$ cat src/rtl/axi_mm2s_pkg.sv
// Shared types and constants for the AXI4 memory-mapped to AXI-Stream reader.
package axi_mm2s_pkg;

    typedef enum logic [1:0] {
        IDLE = 2'd0,
        AR   = 2'd1,
        R    = 2'd2,
        FIN  = 2'd3
    } state_t;

    localparam logic [1:0] AXI_BURST_INCR = 2'b01;
    localparam logic [1:0] AXI_RESP_OKAY  = 2'b00;
    localparam int         BOUNDARY_4K    = 4096;

endpackage

$ cat src/rtl/mm2s_burst_calc.sv
// Combinational burst sizing: min(remaining beats, MAX_BURST, beats left before the next 4 KiB boundary).
module mm2s_burst_calc
    import axi_mm2s_pkg::*;
#(
    parameter int DATA_WIDTH = 32,
    parameter int LEN_WIDTH  = 16,
    parameter int MAX_BURST  = 16
) (
    input  logic [LEN_WIDTH-1:0] i_remaining,
    input  logic [11:0]          i_addr_lo,
    output logic [8:0]           o_beats
);

    localparam int SIZE = $clog2(DATA_WIDTH / 8);

    logic [12:0] w_bytes_4k;
    logic [12:0] w_beats_4k;
    logic [31:0] w_rem;
    logic [31:0] w_lim;

    always_comb begin
        // Start addresses are beat aligned, so the byte distance divides evenly.
        w_bytes_4k = 13'(BOUNDARY_4K) - {1'b0, i_addr_lo};
        w_beats_4k = w_bytes_4k >> SIZE;
        w_rem      = 32'(i_remaining);
        w_lim      = (32'(w_beats_4k) < 32'(MAX_BURST)) ? 32'(w_beats_4k) : 32'(MAX_BURST);
        o_beats    = 9'((w_rem < w_lim) ? w_rem : w_lim);
    end

endmodule

$ cat src/rtl/axi_mm2s_reader.sv
// AXI4 read master turning {address, beats} commands into one AXI-Stream packet each.
// Define MM2S_ERR_ABORT_EN to truncate the packet after the first burst that returns an error.
module axi_mm2s_reader
    import axi_mm2s_pkg::*;
#(
    parameter int ADDR_WIDTH = 32,
    parameter int DATA_WIDTH = 32,
    parameter int LEN_WIDTH  = 16,
    parameter int MAX_BURST  = 16
) (
    input  logic                  ACLK,
    input  logic                  ARESET,
    input  logic                  cmd_valid,
    output logic                  cmd_ready,
    input  logic [ADDR_WIDTH-1:0] cmd_addr,
    input  logic [LEN_WIDTH-1:0]  cmd_beats,
    output logic [ADDR_WIDTH-1:0] m_axi_araddr,
    output logic [7:0]            m_axi_arlen,
    output logic [2:0]            m_axi_arsize,
    output logic [1:0]            m_axi_arburst,
    output logic                  m_axi_arvalid,
    input  logic                  m_axi_arready,
    input  logic [DATA_WIDTH-1:0] m_axi_rdata,
    input  logic [1:0]            m_axi_rresp,
    input  logic                  m_axi_rlast,
    input  logic                  m_axi_rvalid,
    output logic                  m_axi_rready,
    output logic [DATA_WIDTH-1:0] m_axis_tdata,
    output logic                  m_axis_tlast,
    output logic                  m_axis_tvalid,
    input  logic                  m_axis_tready,
    output logic                  busy,
    output logic                  done,
    output logic                  err,
    output state_t                dbg_state
);

    localparam int BYTES = DATA_WIDTH / 8;
    localparam int SIZE  = $clog2(BYTES);

    state_t                r_state;
    state_t                w_next;
    logic [ADDR_WIDTH-1:0] r_addr;
    logic [LEN_WIDTH-1:0]  r_remaining;
    logic [ADDR_WIDTH-1:0] r_araddr;
    logic [7:0]            r_arlen;
    logic                  r_err;

    logic [ADDR_WIDTH-1:0] w_cmd_addr;
    logic [ADDR_WIDTH-1:0] w_calc_addr;
    logic [LEN_WIDTH-1:0]  w_calc_rem;
    logic [8:0]            w_beats;
    logic                  w_cmd_fire;
    logic                  w_r_fire;
    logic                  w_beat_err;
    logic                  w_last_fire;
    logic                  w_stop;
    logic                  w_pkt_end;
    logic                  w_load_ar;

    assign w_cmd_addr  = cmd_addr & ~ADDR_WIDTH'(BYTES - 1);
    assign w_calc_addr = (r_state == IDLE) ? w_cmd_addr : r_addr;
    assign w_calc_rem  = (r_state == IDLE) ? cmd_beats  : r_remaining;

    mm2s_burst_calc #(
        .DATA_WIDTH (DATA_WIDTH),
        .LEN_WIDTH  (LEN_WIDTH),
        .MAX_BURST  (MAX_BURST)
    ) u_burst_calc (
        .i_remaining (w_calc_rem),
        .i_addr_lo   (w_calc_addr[11:0]),
        .o_beats     (w_beats)
    );

    // Every channel transfers on the cycle where valid && ready are both high at the rising edge;
    // valid never waits on ready, and R is passed straight through to the stream only in state R.
    assign w_cmd_fire  = cmd_valid && cmd_ready;
    assign w_r_fire    = (r_state == R) && m_axi_rvalid && m_axis_tready;
    assign w_beat_err  = w_r_fire && (m_axi_rresp != AXI_RESP_OKAY);
    assign w_last_fire = w_r_fire && m_axi_rlast;

`ifdef MM2S_ERR_ABORT_EN
    logic r_burst_err;

    assign w_stop = r_burst_err || (m_axi_rresp != AXI_RESP_OKAY);

    always_ff @(posedge ACLK) begin
        if (ARESET || (r_state == AR)) begin
            r_burst_err <= 1'b0;
        end else if (w_beat_err) begin
            r_burst_err <= 1'b1;
        end
    end
`else
    assign w_stop = 1'b0;
`endif

    // r_remaining already excludes the burst in flight, so zero means this is the final burst.
    assign w_pkt_end = (r_remaining == '0) || w_stop;

    always_comb begin
        w_next    = r_state;
        w_load_ar = 1'b0;
        case (r_state)
            IDLE: begin
                if (w_cmd_fire) begin
                    if (cmd_beats == '0) begin
                        w_next = FIN;
                    end else begin
                        w_next    = AR;
                        w_load_ar = 1'b1;
                    end
                end
            end
            AR: begin
                if (m_axi_arready) begin
                    w_next = R;
                end
            end
            R: begin
                if (w_last_fire) begin
                    if (w_pkt_end) begin
                        w_next = FIN;
                    end else begin
                        w_next    = AR;
                        w_load_ar = 1'b1;
                    end
                end
            end
            FIN: w_next = IDLE;
            default: w_next = IDLE;
        endcase
    end

    always_ff @(posedge ACLK) begin
        if (ARESET) begin
            r_state     <= IDLE;
            r_addr      <= '0;
            r_remaining <= '0;
            r_araddr    <= '0;
            r_arlen     <= '0;
            r_err       <= 1'b0;
        end else begin
            r_state <= w_next;
            if (w_cmd_fire) begin
                r_err <= 1'b0;
            end
            if (w_beat_err) begin
                r_err <= 1'b1;
            end
            if (w_load_ar) begin
                r_araddr    <= w_calc_addr;
                r_arlen     <= 8'(w_beats - 9'd1);
                r_addr      <= w_calc_addr + (ADDR_WIDTH'(w_beats) << SIZE);
                r_remaining <= w_calc_rem - LEN_WIDTH'(w_beats);
            end
        end
    end

    assign cmd_ready     = (r_state == IDLE) && !ARESET;
    assign m_axi_araddr  = r_araddr;
    assign m_axi_arlen   = r_arlen;
    assign m_axi_arsize  = 3'(SIZE);
    assign m_axi_arburst = AXI_BURST_INCR;
    assign m_axi_arvalid = (r_state == AR);
    assign m_axi_rready  = (r_state == R) && m_axis_tready;
    assign m_axis_tvalid = (r_state == R) && m_axi_rvalid;
    assign m_axis_tdata  = (r_state == R) ? m_axi_rdata : '0;
    assign m_axis_tlast  = (r_state == R) && m_axi_rlast && w_pkt_end;
    assign busy          = (r_state != IDLE);
    assign done          = (r_state == FIN);
    assign err           = r_err;
    assign dbg_state     = r_state;

endmodule
$ cat config.mk
export PLATFORM = sky130hd
export DESIGN_NAME = axi_mm2s_reader
export DESIGN_NICKNAME = d
export VERILOG_FILES = /design/src/rtl/axi_mm2s_pkg.sv /design/src/rtl/mm2s_burst_calc.sv /design/src/rtl/axi_mm2s_reader.sv
export SDC_FILE = /design/constraint.sdc
export NUM_CORES = 1
export LEC_CHECK = 0
export CORE_MARGIN = 2
export CORE_UTILIZATION = 51
export DETAILED_ROUTE_END_ITERATION = 8
export PLACE_DENSITY = 0.92
export SETUP_SLACK_MARGIN = 0.4
export SYNTH_ARGS = -nofsm -noshare
export SYNTH_HDL_FRONTEND = slang
export SYNTH_SLANG_ARGS = --single-unit
export TNS_END_PERCENT = 30
$ cat constraint.sdc
create_clock -name ACLK -period 12.55 [get_ports ACLK]
set_input_delay 1.8825 -clock ACLK [delete_from_list [all_inputs] [get_ports ACLK]]
set_output_delay 1.8825 -clock ACLK [all_outputs]
set_load 0.05 [all_outputs]
==> results of run 1 <==
logic make-up (layout without fill, tap and decap cells):
family                     count (synthesis)  count (layout)  synth area share (%)
and+or+nand+nor                          398             398                  29.4
AOI/OAI and AO/OA                        248             248                  26.2
DFF                                       89              89                  26.7
buffers and inverters                     88             220                  5.58
muxes                                     32              32                  4.93
adders and majority gates                 25              25                  4.76
xor gates and xnor gates                  18              18                  2.36
other                                      2              11                 0.112
registers in the layout (all words and copies together), names as in the netlist:
name          flops
r_addr           32
m_axi_araddr     30
r_remaining      16
m_axi_arlen       8
dbg_state         2
err               1
worst max path at each step:
stage	startpoint	to	slack, ns	cells after the start
floorplan	cmd_addr[8]	r_addr[30]$_SDFFE_PP0P_	5.44	22
global placement	cmd_addr[8]	r_addr[28]$_SDFFE_PP0P_	3.50	23
detailed placement	cmd_addr[8]	r_addr[28]$_SDFFE_PP0P_	3.34	23
CTS	cmd_addr[8]	r_addr[28]$_SDFFE_PP0P_	3.67	23
global route	cmd_addr[8]	r_addr[28]$_SDFFE_PP0P_	3.03	23
finish	cmd_addr[8]	r_addr[28]$_SDFFE_PP0P_	3.46	23
per-stage QoR:
step / hold WS, ns / total power, mW / instance area (um^2) / setup slack [ns]
finish: 0.453 / 0.957 / 8710 / 3.46
detailed placement: 0.447 / 0.666 / 8400 / 3.34
global route: 0.479 / 0.998 / 8710 / 3.03
global placement: 0.439 / 0.658 / 8400 / 3.50
floorplan: 0.444 / 0.559 / 6710 / 5.44
CTS: 0.460 / 0.952 / 8710 / 3.67
report_power, final:
| group | switching (mW) | internal [mW] |
|---|---|---|
| combinational | 0.219 | 0.125 |
| sequential | 0.0206 | 0.305 |
| clock | 0.130 | 0.159 |
| total | 0.369 | 0.588 |
final cells by class:
| type | count | area, um^2 | share of cell area (%) |
|---|---|---|---|
| clock inverter | 7 | 86.3 | 0.991 |
| tap | 172 | 215 | 2.47 |
| inverter | 29 | 109 | 1.25 |
| clock buffer | 9 | 225 | 2.58 |
| timing repair buffer | 175 | 1730 | 19.8 |
| sequential | 89 | 1780 | 20.4 |
| multi-input combinational | 732 | 4570 | 52.4 |
metal layers:
layer | up-vias | global-route usage [%] | share of wire (%)
li1 | 3569 | - | -
met1 | 3517 | 39.7 | 40
met2 | 434 | 50.5 | 49
met3 | 54 | 5.16 | 8.7
met4 | 0 | 12.1 | 2.2
met5 | - | 0 | 0
worst min-delay path, stage by stage (launching register included):
cell     delay (ns)
dfxtp_1        0.31
nand2_1        0.05
a21oi_1        0.05
layout by cell type (no fill, tap or decap), types with 5 or more instances in the layout:
cell	instances
nand3_1	37
and2_1	36
o2111ai_1	5
o211a_1	5
nand2_1	141
nor4_1	16
dfxtp_1	89
buf_4	7
and3_1	11
clkbuf_16	9
a211oi_1	24
nand4_1	11
o21ai_0	36
clkdlybuf4s50_1	167
a21oi_1	56
or4_1	5
a31oi_1	14
o21a_1	6
or3_1	9
mux2i_1	27
xnor2_1	15
a21boi_0	5
nor3_1	27
or2_2	6
o211ai_1	18
inv_1	27
a311oi_1	11
a21o_1	8
nor2_1	73
conb_1	11
ha_1	23
==> impl_results.md, run 1 <==
- Outcome: complete, no violations
- Seq/Total Area, Yosys: 26.7%
- Clk buf depth: 2
- Worst path max stage delay: 0.62 ns
- I/O Buffers: 168
- Ys Warns: 0
- Fin util: 68.5%
- DPL Wire Length: 15.3 mm
- Yosys top cell by area: dfxtp_1
- Total core area: 0.0127 mm^2
- Drt wl/cell: 17.9 um
- Max Cap Viol: 0
- Crit end category: flip-flop
- Syn_area_per_cell: 7.42 um^2
- Hold Startpoint: m_axi_araddr[5]$_SDFFE_PP0P_
- CP arrival: 9.37 ns
- Synth-to-layout area growth: 30.5%
- Max stage delay cell, worst path: o31ai_2
- Most common cell in the netlist: nand2_1
- Total Routing Usage GR: 30.6%
- Initial Util: 52.5%
- Congestion Overflow GR: 0
- CTS Buf Count: 9
- Worst r2r src: dbg_state[0]$_SDFFE_PP0P_
- CP required: 12.83 ns
- Gpl congestion: 0.956
- Cell Pwr Density: 110 mW/mm^2
- First-pass GRT wire length: 35.3 mm
- Root Buffer: clkbuf_16
- Mapped Cells: 900
- Period utilisation layout: 72.4%
- Io pins: 176
- Antenna Cells: 0
- Largest net degree at the start of global routing: 102
- Worst Hold Path Cells: 2
- Most used flip-flop cell after synthesis: dfxtp_1
- Cell breakdown of the critical path: clkdlybuf4s50_1 > or3b_1 > a22oi_2 > o221ai_1 > nor2_1 > inv_1 > ha_1 > a211oi_1 > o21ai_0 > o31ai_2 > nand2_1 > a21o_1 > ha_1 > fa_1 > a21o_1 > a21oi_1 > o21bai_1 > a21oi_1 > o21ai_0 > o31ai_2 > nor4_1 > mux2_1 > a31oi_1
- # hold bufs at CTS: 0
- Setup tns final: 0 ns
- Clock slew at reported path FFs: 0.07 ns
- Hold path endpoint: m_axi_araddr[5]$_SDFFE_PP0P_
- Die Y-Extent: 118 um
- Post-CTS Setup Inserts: 0
- Final Slew Violations: 0
- CTS tree: yes
- Non-Filler Instances: 1213
- Initial antenna violation count: 0
- Buf/Inv on CP: 2
- Post-Route WL: 21.7 mm
- Mapped Area: 0.00668 mm^2
- Cell family with most CP delay: compound AO/OA/AOI/OAI gates
- Critical R2R Capture: r_addr[28]$_SDFFE_PP0P_
- # setup viols final: 0
- Number of global-route vias before repair: 7028
- Ys async rst share: 0%
- Crit Path Category: primary input to flip-flop
- DR vias/cell: 6.24
- DR DRC count: 0
- Fillcell total: 1073
- Unrepaired setup endpoints after global routing: false
- Clock Latency Late Sink: 0.36 ns
- Worst hold path class: flip-flop to flip-flop
- Row count: 41
- Post_cts resized: 0
- Number of flops mapped to enable cells by yosys: 0
- Final nets: 1149
- Netlist cell types: 88
- Die width: 118 um
- Die ar.: 0.0140 mm^2
- Pre-antenna DRT Iters: 6
- Worst rel slew slack: 34.2%
- Flop2flop setup slack: 4.15 ns
- Worst IR Drop VDD: 0.0000626 V
- H-tree depth: 3
- Worst Tran Pin Value: 0.987 ns
- R2r worst-path depth: 22
- Top cells by count, synth: nand2_1, dfxtp_1, nor2_1
- DR vias: 7574
- Leading post-synthesis cells by cell area: dfxtp_1, nand2_1, ha_1
- Critical path launch point type: primary input
- Fin. Hold Viols: 0
- Drt initial violations: 933
- Final ANT Viol Nets: 0
- Share of the synthesized area in the top cell type: 26.7%
- Seq cells post-synth: 89
- Peak Freq: 110 MHz
- Crit path max fanout: 19
- Placed Instances: 1197
- Fin crit period: 9.09 ns
- Layout cells sized above 1: 5.67%
- CTS sink count: 89
- Clock Skews: 0.00964 ns
- Leak: 3.32 nW
No activity file was read; power rests on OpenSTA's default activity.
==> run 2, diff against run 1 <==
Settings changed: CORE_UTILIZATION 51 to 50, PLACE_DENSITY 0.92 to 0.91.
Clock period 12.55 ns to 9.43 ns, I/O delays scaled along.
==> impl_results.md, run 2 (same netlist as run 1, synthesis figures left out) <==
- Leak: 3.32 nW
- Number of global-route vias before repair: 7005
- Most common cell after layout, fill and taps aside: clkdlybuf4s50_1
- Fin crit period: 8.03 ns
- Crit Path Category: primary input to flip-flop
- Max reg flops: 32
- Sw Ratio: 38.2%
- DR DRC count: 0
- CTS sink count: 89
- Initial antenna violation count: 0
- Initial Util: 50.8%
- Setup tns final: 0 ns
- Post-CTS Setup Inserts: 0
- DR vias/cell: 6.11
- Die Y-Extent: 120 um
- Clk pwr share: 29.8%
- Root Buffer: clkbuf_16
- Die ar.: 0.0143 mm^2
- Critical path launch point type: primary input
- Peak Freq: 125 MHz
- Worst Tran Pin Value: 1.08 ns
- Largest net degree at the start of global routing: 112
- Final nets: 1150
- Gpl congestion: 0.964
- Pre-antenna DRT Iters: 6
- Final ANT Viol Nets: 0
- I/O Buffers: 168
- Post_cts resized: 0
- Cell Pwr Density: 145 mW/mm^2
- Worst hold path class: flip-flop to flip-flop
- Die width: 120 um
- DR vias: 7441
- Layout cells sized above 1: 5.66%
- Crit end category: flip-flop
- Outcome: complete, no violations
- CP arrival: 8.31 ns
- Comb power frac: 36.1%
- Drt initial violations: 789
- Crit path max fanout: 12
- First-pass GRT wire length: 33.7 mm
- Switch Pwr: 0.484 mW
- DPL Wire Length: 15.0 mm
- Drt wl/cell: 17.4 um
- Total Routing Usage GR: 28.8%
- Io pins: 176
- Clock Latency Late Sink: 0.35 ns
- CP required: 9.71 ns
- P_int: 0.782 mW
- # hold bufs at CTS: 0
- # setup viols final: 0
- Post-Route WL: 21.2 mm
- Final hold slack: 0.454 ns
- Clock Skews: 0.0108 ns
- Highest-count cells in the layout ignoring fill and taps: clkdlybuf4s50_1, nand2_1, dfxtp_1
- Fillcell total: 1093
- Unrepaired setup endpoints after global routing: false
- Worst IR Drop VDD: 0.0000835 V
- Worst rel slew slack: 27.8%
- Row count: 42
- CTS Buf Count: 9
- Reg power frac: 34.1%
- Max Cap Viol: 0
- Fin. Hold Viols: 0
- CTS tree: yes
- Final Slew Violations: 0
- Clk buf depth: 2
- Antenna Cells: 0
- Total core area: 0.0131 mm^2
- H-tree depth: 3
- Synth-to-layout area growth: 30.6%
- Clock slew at reported path FFs: 0.07 ns
- Top reg by flops: r_addr
- Congestion Overflow GR: 0
- Period utilisation layout: 85.1%
[run 2: final timing paths]
check | startpoint | endpoint | slack (ns) | cells after the start
hold reg to reg | m_axi_araddr[9]$_SDFFE_PP0P_ | m_axi_araddr[9]$_SDFFE_PP0P_ | 0.45 | 2
hold / removal | m_axi_araddr[9]$_SDFFE_PP0P_ | m_axi_araddr[9]$_SDFFE_PP0P_ | 0.45 | 2
setup reg to reg | dbg_state[0]$_SDFFE_PP0P_ | r_addr[28]$_SDFFE_PP0P_ | 1.84 | 24
setup / recovery | cmd_addr[8] | r_addr[28]$_SDFFE_PP0P_ | 1.40 | 24
[run 2: layer usage]
layer	vias to the layer above	GRT usage [%]	share of wire, %
met1	3482	36.7	42
met5	-	0	0
met2	343	47.9	48
li1	3562	-	-
met4	0	10.7	2.7
met3	54	6.18	7.5
[run 2: area by class of cell]
class	count	area (um^2)	area share, %
tap	176	220	2.53
multi-input combinational	732	4570	52.4
inverter	29	109	1.25
clock buffer	10	229	2.63
clock inverter	6	75.1	0.861
timing repair buffer	176	1740	19.9
sequential	89	1780	20.4
[run 2: power by group through the flow]
stage | Clock (mW) | Combinational, mW | Sequential [mW]
floorplan | 0 | 0.264 | 0.479
global placement | 0 | 0.439 | 0.438
finish | 0.377 | 0.458 | 0.432
global route | 0.395 | 0.490 | 0.436
detailed placement | 0 | 0.446 | 0.439
CTS | 0.381 | 0.451 | 0.431
[run 2: stage by stage]
stage / instance area (um^2) / cells / power [mW] / utilization [%] / setup WS (ns)
floorplan: 6710 / 909 / 0.744 / - / 2.78
CTS: 8720 / 1218 / 1.26 / 66.4 / 1.55
global placement: 8420 / 1202 / 0.878 / 64.1 / 1.54
detailed placement: 8420 / 1202 / 0.886 / 64.1 / 1.30
global route: 8720 / 1218 / 1.32 / 66.4 / 1.18
finish: 8720 / 1218 / 1.27 / 66.4 / 1.40
[run 2: worst max-delay path, stage by stage]
cell	delay (ns)
clkdlybuf4s50_1	0.44
or3b_1	0.43
a22oi_2	0.30
o221ai_1	0.25
nor2_1	0.33
inv_1	0.12
ha_1	0.32
nor2_1	0.05
a2111oi_0	0.45
o211a_1	0.26
o31a_4	0.28
nor3_1	0.08
a21o_1	0.24
ha_1	0.24
fa_1	0.41
a21o_1	0.21
a21oi_1	0.23
o21bai_1	0.10
a21oi_1	0.56
o21ai_0	0.26
o31ai_2	0.65
nor4_1	0.18
mux2_1	0.36
a31oi_1	0.12
==> patch (flow settings as in run 2) <==
`LEN_WIDTH` is set to 16 in 2 places; all go to 8.
--- a/src/rtl/mm2s_burst_calc.sv
+++ b/src/rtl/mm2s_burst_calc.sv
@@ -4,5 +4,5 @@
 #(
     parameter int DATA_WIDTH = 32,
-    parameter int LEN_WIDTH  = 16,
+    parameter int LEN_WIDTH  = 8,
     parameter int MAX_BURST  = 16
 ) (
--- a/src/rtl/axi_mm2s_reader.sv
+++ b/src/rtl/axi_mm2s_reader.sv
@@ -6,5 +6,5 @@
     parameter int ADDR_WIDTH = 32,
     parameter int DATA_WIDTH = 32,
-    parameter int LEN_WIDTH  = 16,
+    parameter int LEN_WIDTH  = 8,
     parameter int MAX_BURST  = 16
 ) (
Interface: changed (resized cmd_beats); port bits go from 176 to 168. The function was not compared with the original's and may differ.
==> patch against run 2 <==
Hold slack about the same; sequential cell count shrank 8; global-route usage down 0.97 points; cell area down 15%; power is 5.1% lower; sequential power down 8.3%; wire length is 22% lower; setup slack improved by 1100 ps; area after synthesis fell by 17%; maximum frequency increased by 16%; largest cell class unchanged; largest power group unchanged; highest routed layer unchanged.
==> patch: results (changes against run 2) <==
[worst_hold_path]
hold_start = r_addr[15]  ; was m_axi_araddr[9]
min_to = r_addr[15]  ; was m_axi_araddr[9]
hp-class = flip-flop to flip-flop  ; unchanged

[outcome]
outcome = finished clean  ; unchanged

[sta]
tightestPinTransition_ps = 1008  ; was 1084 ps
timing.hold.ws_ps = 453.7  ; was 453.9 ps
finClkSkew_ps = 11.06  ; was 10.76 ps

[detailed_routing]
wl_met2_um = 7869  ; was 10210 µm
wl_met1_um = 6702  ; was 8801 µm
drt_pass1_iterations = 5  ; was 6
wire_per_inst_um = 16.10  ; was 17.39 µm
wl_met3_um = 1598  ; was 1593 µm
vias = 5887  ; was 7441
drt_iter0_drc = 411  ; was 789

[pwr]
swShare_pct = 39.94  ; was 38.22%
peakVddDrop_mv = 0.08604  ; was 0.08355 mV
powerClk_uw = 287  ; was 377 µW
power_frac_comb_pct = 43.1  ; was 36.1%
p_total_mw = 1.201  ; was 1.266 mW
cellLeakagePower_nw = 2.889  ; was 3.322 nW

[logic_synthesis]
ys_top_cells_by_count = 140 x nand2_1, 81 x dfxtp_1, 64 x nor2_1  ; was 141 x nand2_1, 89 x dfxtp_1, 73 x nor2_1
ys_seq_area_share_pct = 29.33  ; was 26.68%
syn-mean-instance-area_um2 = 7.380  ; was 7.420 µm²
synth_cell_types = 74  ; was 88
yosys-top-cells-area = dfxtp_1 29%, nand2_1 9.5%, ha_1 5.4%, a21oi_1 5.3%, and2_1 4.9%  ; was dfxtp_1 27%, nand2_1 7.9%, ha_1 4.3%, a21oi_1 4.2%, nor2_1 4.1%

[setup_path]
slowest_stage = o21ai_1  ; was o31ai_2
rr_endpoint = r_addr[21]  ; was r_addr[28]
r2r_slack_ps = 2990  ; was 1840 ps
crit_fanout = 11  ; was 12
cp_slowest_stage_delay_ps = 710  ; was 650 ps
reg2regPathDepth = 20  ; was 24
crit_family = compound AO/OA/AOI/OAI gates  ; unchanged
rr_startpoint = dbg_state[0]  ; unchanged
arrival_ps = 7200  ; was 8310 ps

[cells_and_area]
drive_gt1_share_pct = 4.735  ; was 5.662%
stdcell_area_mm2 = 0.007373  ; was 0.008720 mm²
nets = 989  ; was 1150
diodes = 0  ; unchanged
largest_register = r_addr  ; unchanged
fill_cells = 918  ; was 1093
stdcell_count = 1027  ; was 1218

[global_routing]
grt_usage_pct = 27.83  ; was 28.80%
use_met3_pct = 5.021  ; was 6.179%
grt_pass1_wl_um = 26300  ; was 33710 µm
met1_usage_pct = 34.76  ; was 36.68%
grt_max_degree = 102  ; was 112
use_met2_pct = 47.83  ; was 47.89%
grt_pass1_vias = 5380  ; was 7005

[clocking]
path_clk_slew_ps = 90  ; was 70 ps
clk_latency_ps = 370  ; was 350 ps
h-tree-depth = 3  ; unchanged
ctsRootBufferMaster = clkbuf_8  ; was clkbuf_16
clock_path_buffers = 2  ; unchanged
cts_buffers = 9  ; unchanged

[placement]
io_buffers = 160  ; was 168
dp_hpwl_um = 12040  ; was 14990 µm
place_area_mm2 = 0.007156  ; was 0.008416 mm²
place_ws_ps = 2240  ; was 1296 ps
finalWeightedCongestion = 0.9536  ; was 0.9636

[patch: cell type report]
class / count / area share, %
clock inverters: 6 / 1.222
multi-input cells: 602 / 49.24
flip-flops and latches: 81 / 21.99
clock buffers: 10 / 1.731
well taps: 140 / 2.376
inverters: 21 / 1.069
repair buffers: 167 / 22.37
[patch: kinds of logic (layout without fill, tap and decap cells)]
group           Yosys count  in the layout  share of synthesized area (%)
mux                      18             18                          3.350
compound gates          183            183                          21.91
xor+xnor                 24             24                          3.803
fa+ha+maj                26             26                          6.157
other cells               2              8                         0.1359
simple gates            343            343                          29.61
buf+inv                  72            204                          5.704
flops                    81             81                          29.33
[patch: how the worst max path moves through the flow]
stage / startpoint / to / slack, ps
final: cmd_addr[2] / r_addr[21] / 2520
after global routing: cmd_addr[2] / r_addr[21] / 2090
after detailed placement: cmd_addr[2] / r_addr[21] / 2240
after global placement: cmd_addr[2] / r_addr[21] / 2350
after CTS: cmd_addr[2] / r_addr[21] / 2620
after floorplan: cmd_addr[4] / r_addr[28] / 3820
